File: src/rtl/dds_mod_ctrl.sv
// dds_mod_ctrl: quarter sequencer and BPSK/ASK modulator for the DDS datapath.
// Drives the P (quarter-mirror) and S (sign) controls, counts whole sine
// cycles to frame data bits, and takes serial bits through a one-entry
// valid/ready buffer. The mute output gates the sample at the top level.
// Optional feature: define DIFF_ENC_EN to differentially encode the BPSK
// phase (DBPSK); the default build is plain BPSK.
module dds_mod_ctrl #(
  parameter int CYC_PER_BIT = 4
) (
  input  logic       clk,
  input  logic       rst,
  input  logic       co6,
  input  logic [1:0] mode,
  input  logic       bit_in,
  input  logic       bit_valid,
  output logic       bit_ready,
  output logic       P,
  output logic       S,
  output logic       mute,
  output logic       bit_start,
  output logic       underrun,
  output logic       cur_bit
);

  localparam logic [7:0] LAST_CYC = 8'(CYC_PER_BIT - 1);

  localparam logic [1:0] MODE_BPSK = 2'b01;
  localparam logic [1:0] MODE_ASK  = 2'b10;

  // Encoding chosen so bit 0 is P and bit 1 is the base sign.
  typedef enum logic [1:0] {
    Q0 = 2'b00,
    Q1 = 2'b01,
    Q2 = 2'b10,
    Q3 = 2'b11
  } quarter_t;

  quarter_t   quarter;
  quarter_t   quarter_nxt;
  logic [7:0] cyc_cnt;
  logic       buf_full;
  logic       buf_bit;
  logic       phase;
  logic       sine_done;
  logic       boundary;
  logic       take;
  logic       load_bit;
  logic       s_base;

  // A co6 pulse in Q3 closes one full sine; the last one of a bit is the boundary.
  assign sine_done = co6 && (quarter == Q3);
  assign boundary  = sine_done && (cyc_cnt == LAST_CYC);
  assign take      = bit_valid && !buf_full;
  assign load_bit  = buf_full && buf_bit;

  // Quarter state register, stepping on the same edge the datapath counter wraps.
  always_ff @(posedge clk or negedge rst) begin
    if (!rst) quarter <= Q0;
    else      quarter <= quarter_nxt;
  end

  // Next quarter: advance one step per co6 pulse, hold otherwise.
  always_comb begin
    quarter_nxt = quarter;
    if (co6) begin
      case (quarter)
        Q0:      quarter_nxt = Q1;
        Q1:      quarter_nxt = Q2;
        Q2:      quarter_nxt = Q3;
        Q3:      quarter_nxt = Q0;
        default: quarter_nxt = Q0;
      endcase
    end
  end

  // Whole-sine counter within the current bit period.
  always_ff @(posedge clk or negedge rst) begin
    if (!rst) begin
      cyc_cnt <= 8'd0;
    end else if (sine_done) begin
      if (boundary) cyc_cnt <= 8'd0;
      else          cyc_cnt <= cyc_cnt + 8'd1;
    end
  end

  // Input buffer and current bit; an empty buffer at a boundary sends a 0.
  // A write landing on a boundary edge with the buffer empty stays buffered.
  always_ff @(posedge clk or negedge rst) begin
    if (!rst) begin
      buf_full  <= 1'b0;
      buf_bit   <= 1'b0;
      cur_bit   <= 1'b0;
      bit_start <= 1'b0;
      underrun  <= 1'b0;
    end else begin
      bit_start <= boundary;
      underrun  <= boundary && !buf_full;
      if (boundary && buf_full) begin
        cur_bit  <= buf_bit;
        buf_full <= 1'b0;
      end else begin
        if (boundary) cur_bit <= 1'b0;
        if (take) begin
          buf_full <= 1'b1;
          buf_bit  <= bit_in;
        end
      end
    end
  end

`ifdef DIFF_ENC_EN
  // Differential phase: toggles on every 1 loaded at a boundary.
  always_ff @(posedge clk or negedge rst) begin
    if (!rst)          phase <= 1'b0;
    else if (boundary) phase <= phase ^ load_bit;
  end
`else
  assign phase = cur_bit;

  // load_bit only feeds the differential phase register.
  logic unused_load;
  assign unused_load = load_bit;
`endif

  assign bit_ready = ~buf_full;
  assign P         = quarter[0];
  assign s_base    = quarter[1];

  // Sign and mute per mode; purely from registers so mode changes act at once.
  always_comb begin
    S    = s_base;
    mute = 1'b0;
    case (mode)
      MODE_BPSK: S    = s_base ^ phase;
      MODE_ASK:  mute = ~cur_bit;
      default:   ;
    endcase
  end

endmodule
File: config.mk
export PLATFORM = sky130hd
export DESIGN_NAME = dds_mod_ctrl
export DESIGN_NICKNAME = d
export VERILOG_FILES = /design/src/rtl/dds_mod_ctrl.sv
export SDC_FILE = /design/constraint.sdc
export NUM_CORES = 1
export LEC_CHECK = 0
export CAP_MARGIN = 20
export CORE_MARGIN = 2
export CORE_UTILIZATION = 45
export CTS_BUF_LIST = sky130_fd_sc_hd__clkbuf_2 sky130_fd_sc_hd__clkbuf_4 sky130_fd_sc_hd__clkbuf_8
export DETAILED_ROUTE_END_ITERATION = 12
export PLACE_DENSITY_LB_ADDON = 0.12
export SYNTH_ARGS = -nofsm -noshare
export SYNTH_HDL_FRONTEND = slang
export SYNTH_SLANG_ARGS = --single-unit
File: constraint.sdc
create_clock -name clk -period 3.9 [get_ports clk]
set_input_delay 0.78 -clock clk [delete_from_list [all_inputs] [get_ports clk]]
set_output_delay 0.78 -clock clk [all_outputs]
set_load 0.005 [all_outputs]
==> results.cfg, run 1 <==
[outcome]
outcome = completed

[setup_path]
critPathLaunchType = input port
crit_arrival_ns = 2.08
worstPathRequired_ns = 3.12
endpoint_kind = output pin
crit_fanout = 2
crit_type = input port to output pin

[drt]
wl_per_cell_um = 11.31
drt-vias-per-instance = 5.117
wl_um = 1063
drt.antenna.violating_nets = 0
vias = 481
drt_iter0_drc = 1
drcViolationCount = 0
firstDrtPassIters = 2

[power_and_ir_drop]
p_leak_nw = 0.4192
ir_drop_mv = 0.2711
power_density_nw_per_um2 = 523.0

[cts]
clkTransAtPathRegs_ns = 0.09
cts_buffers = 3
cts.sinks = 15
hold_buffers = 0
htreeDepth = 1
clkLatencyLatePin_ns = 0.27
post_cts_buffers = 0
cts_buffer_depth = 2
cts_resized = 0
cts_tree = built
root_buffer = clkbuf_4

[grt]
overflow = 0
grt_pass1_wl_um = 2042
antenna_found_initial = 0
grt_max_degree = 16
grt.total_usage_pct = 14.42
grt_pass1_vias = 479

[die]
dieArea_um2 = 1935
chipHeight_um = 43.99
initial_core_util_pct = 47.76
core.rowCount = 14
coreArea_um2 = 1506
io_pins = 14
die_w_um = 43.99

[placement]
portBuffers = 13
routabilityCongestion = 0.7182
place_inst = 90
dp_hpwl_um = 829.8

[flow_run]
cap_violations = 0

[timing]
holdWs_ns = 0.4823
min_period_ns = 2.860
relSlewSlack_pct = 56.02
finalCritPeriodShare_pct = 73.35
finalMaxSlewViolations = 0
finalHoldViolCount = 0
fmax_mhz = 349.6
finalSetupViolCount = 0
fin_setup_tns_ns = 0
clock_skew_ns = 0.002373
rsz0062_at_grt = no
worst_pin_slew_ns = 0.6576

[synth]
synth_xor_area_share_pct = 7.304
synth-simple-area-share_pct = 17.39
synth_edf_count = 0
yosys-top-cells-area = dfrtp_1, xnor2_1, ha_1, mux2_2, nor4_4
syn_area_um2 = 719.4
yosysSeqAreaShare_pct = 52.17
async_reset_ff_share_pct = 100.0
synth_top_family_by_area = simple AND/OR/NAND/NOR gates
postSynthCellCount = 62
yosys.area.top_type = dfrtp_1
synth_nets = 73
synth_compound_area_share_pct = 6.261
synth_top_area_share_pct = 52.17
synth.mux.area_fraction_pct = 6.609
synth_warnings = 0
synth_area_per_cell_um2 = 11.60
synth_seq_cells = 15
synthFlopType = dfrtp_1
ys_types = 24
synthAdderAreaFrac_pct = 6.957

[final_layout]
multi_input_area_um2 = 320.3
syn_to_final_growth_pct = 24.00
nNetsFinal = 90
final_cells = 94
drive_gt1_share_pct = 14.10
ff_latch_area_um2 = 375.4
diodes = 0
fill_cells = 125

[worst_hold_path]
min_path_type = register to register
## per-stage QoR
stage / setup WS [ns] / total power, mW / util, % / area, um^2
6_report: 1.040 / 0.4666 / 59.22 / 892.1
5_1_grt: 0.9390 / 0.5110 / 59.22 / 892.1
4_1_cts: 1.028 / 0.4740 / 59.22 / 892.1
3_5_place_dp: 1.044 / 0.3862 / 57.39 / 864.6
3_3_place_gp: 1.073 / 0.3814 / 57.39 / 864.6
2_1_floorplan: 2.071 / 0.3123 / - / 719.4
## area by class of cell
class	count	share of cell area, %
Multi-Input combinational cell	41	35.90
Clock buffer	3	2.525
Sequential cell	15	42.08
Inverter	5	2.104
Tap cell	16	2.244
Clock inverter	1	0.5610
Timing Repair Buffer	13	14.59
## critical path, stage by stage
cell	delay, ns
clkdlybuf4s50_1	0.48
nand2_1	0.05
nor2_1	0.11
xnor2_1	0.13
clkdlybuf4s50_1	0.52
## cells in the mapped netlist (2+ instances only)
cell type	count
dfrtp_1	15
xnor2_1	6
inv_1	5
ha_1	4
nand2_1	4
nand3_1	3
nor2_1	3
o21ai_0	3
and3_1	2
mux2_2	2
nand4_1	2
## metal layers
metal	vias up	part of all wire [%]	global-route usage [%]	wire (um)
met5	-	0	0	0
met3	2	4.1	3.750	44
met4	0	1.2	7.273	13
li1	240	-	-	-
met1	232	48	18.78	510
met2	7	46	22.06	494
## kinds of logic (layout without fill, tap and decap cells)
logic type | count (synthesis) | count (layout)
AOI/OAI and AO/OA | 7 | 7
buffers and inverters | 6 | 22
DFF | 15 | 15
and+or+nand+nor | 20 | 20
muxes | 4 | 4
adders and majority gates | 4 | 4
xor gates and xnor gates | 6 | 6
## final timing paths
check | slack (ns) | end | startpoint | cells past startpoint
setup / recovery | 1.04 | S | mode[0] | 5
hold reg to reg | 0.48 | cyc_cnt[7] | cyc_cnt[7] | 1
max in group asynchronous | 2.58 | quarter[1] | rst | 1
hold / removal | 0.48 | cyc_cnt[7] | cyc_cnt[7] | 1
setup reg to reg | 2.54 | cyc_cnt[1] | quarter[1] | 3
min in group asynchronous | 0.90 | cyc_cnt[2] | rst | 1
## report_power, final
part	internal (mW)	switching (mW)	total [mW]
clock	0.0379	0.0480	0.0860
sequential	0.192	0.0305	0.223
combinational	0.0967	0.0614	0.158
## state kept, by name, indices dropped and copies added (netlist names)
| register | flops |
|---|---|
| bit_start | 1 |
| buf_bit | 1 |
| buf_full | 1 |
| cur_bit | 1 |
| cyc_cnt | 8 |
| quarter | 2 |
| underrun | 1 |
## layout by cell type, fill, tap and decap left out, types with 2 or more instances in the layout
| master | count |
|---|---|
| o21ai_0 | 3 |
| clkdlybuf4s50_1 | 13 |
| nand2_1 | 4 |
| ha_1 | 4 |
| nor2_1 | 3 |
| inv_1 | 5 |
| xnor2_1 | 6 |
| nand4_1 | 2 |
| and3_1 | 2 |
| nand3_1 | 3 |
| mux2_2 | 2 |
| clkbuf_4 | 3 |
| dfrtp_1 | 15 |
(Power assumes the default switching activity.)
==> run 2: changes to the inputs <==
==> constraint.sdc (replaced) <==
create_clock -name clk -period 2.81 [get_ports clk]
set_input_delay 0.562 -clock clk [delete_from_list [all_inputs] [get_ports clk]]
set_output_delay 0.562 -clock clk [all_outputs]
set_load 0.005 [all_outputs]
==> results of run 2 <==
Same layout as run 1 (identical final DEF). Status: completed.
Main changes from that run: setup slack after placement 1.044 ns -> 0.3903 ns; setup slack after layout 1.040 ns -> 0.3855 ns; register-to-register setup slack 2.54 ns -> 1.45 ns; total power 0.4666 mW -> 0.6476 mW; worst IR drop on VDD 0.2711 mV -> 0.3762 mV
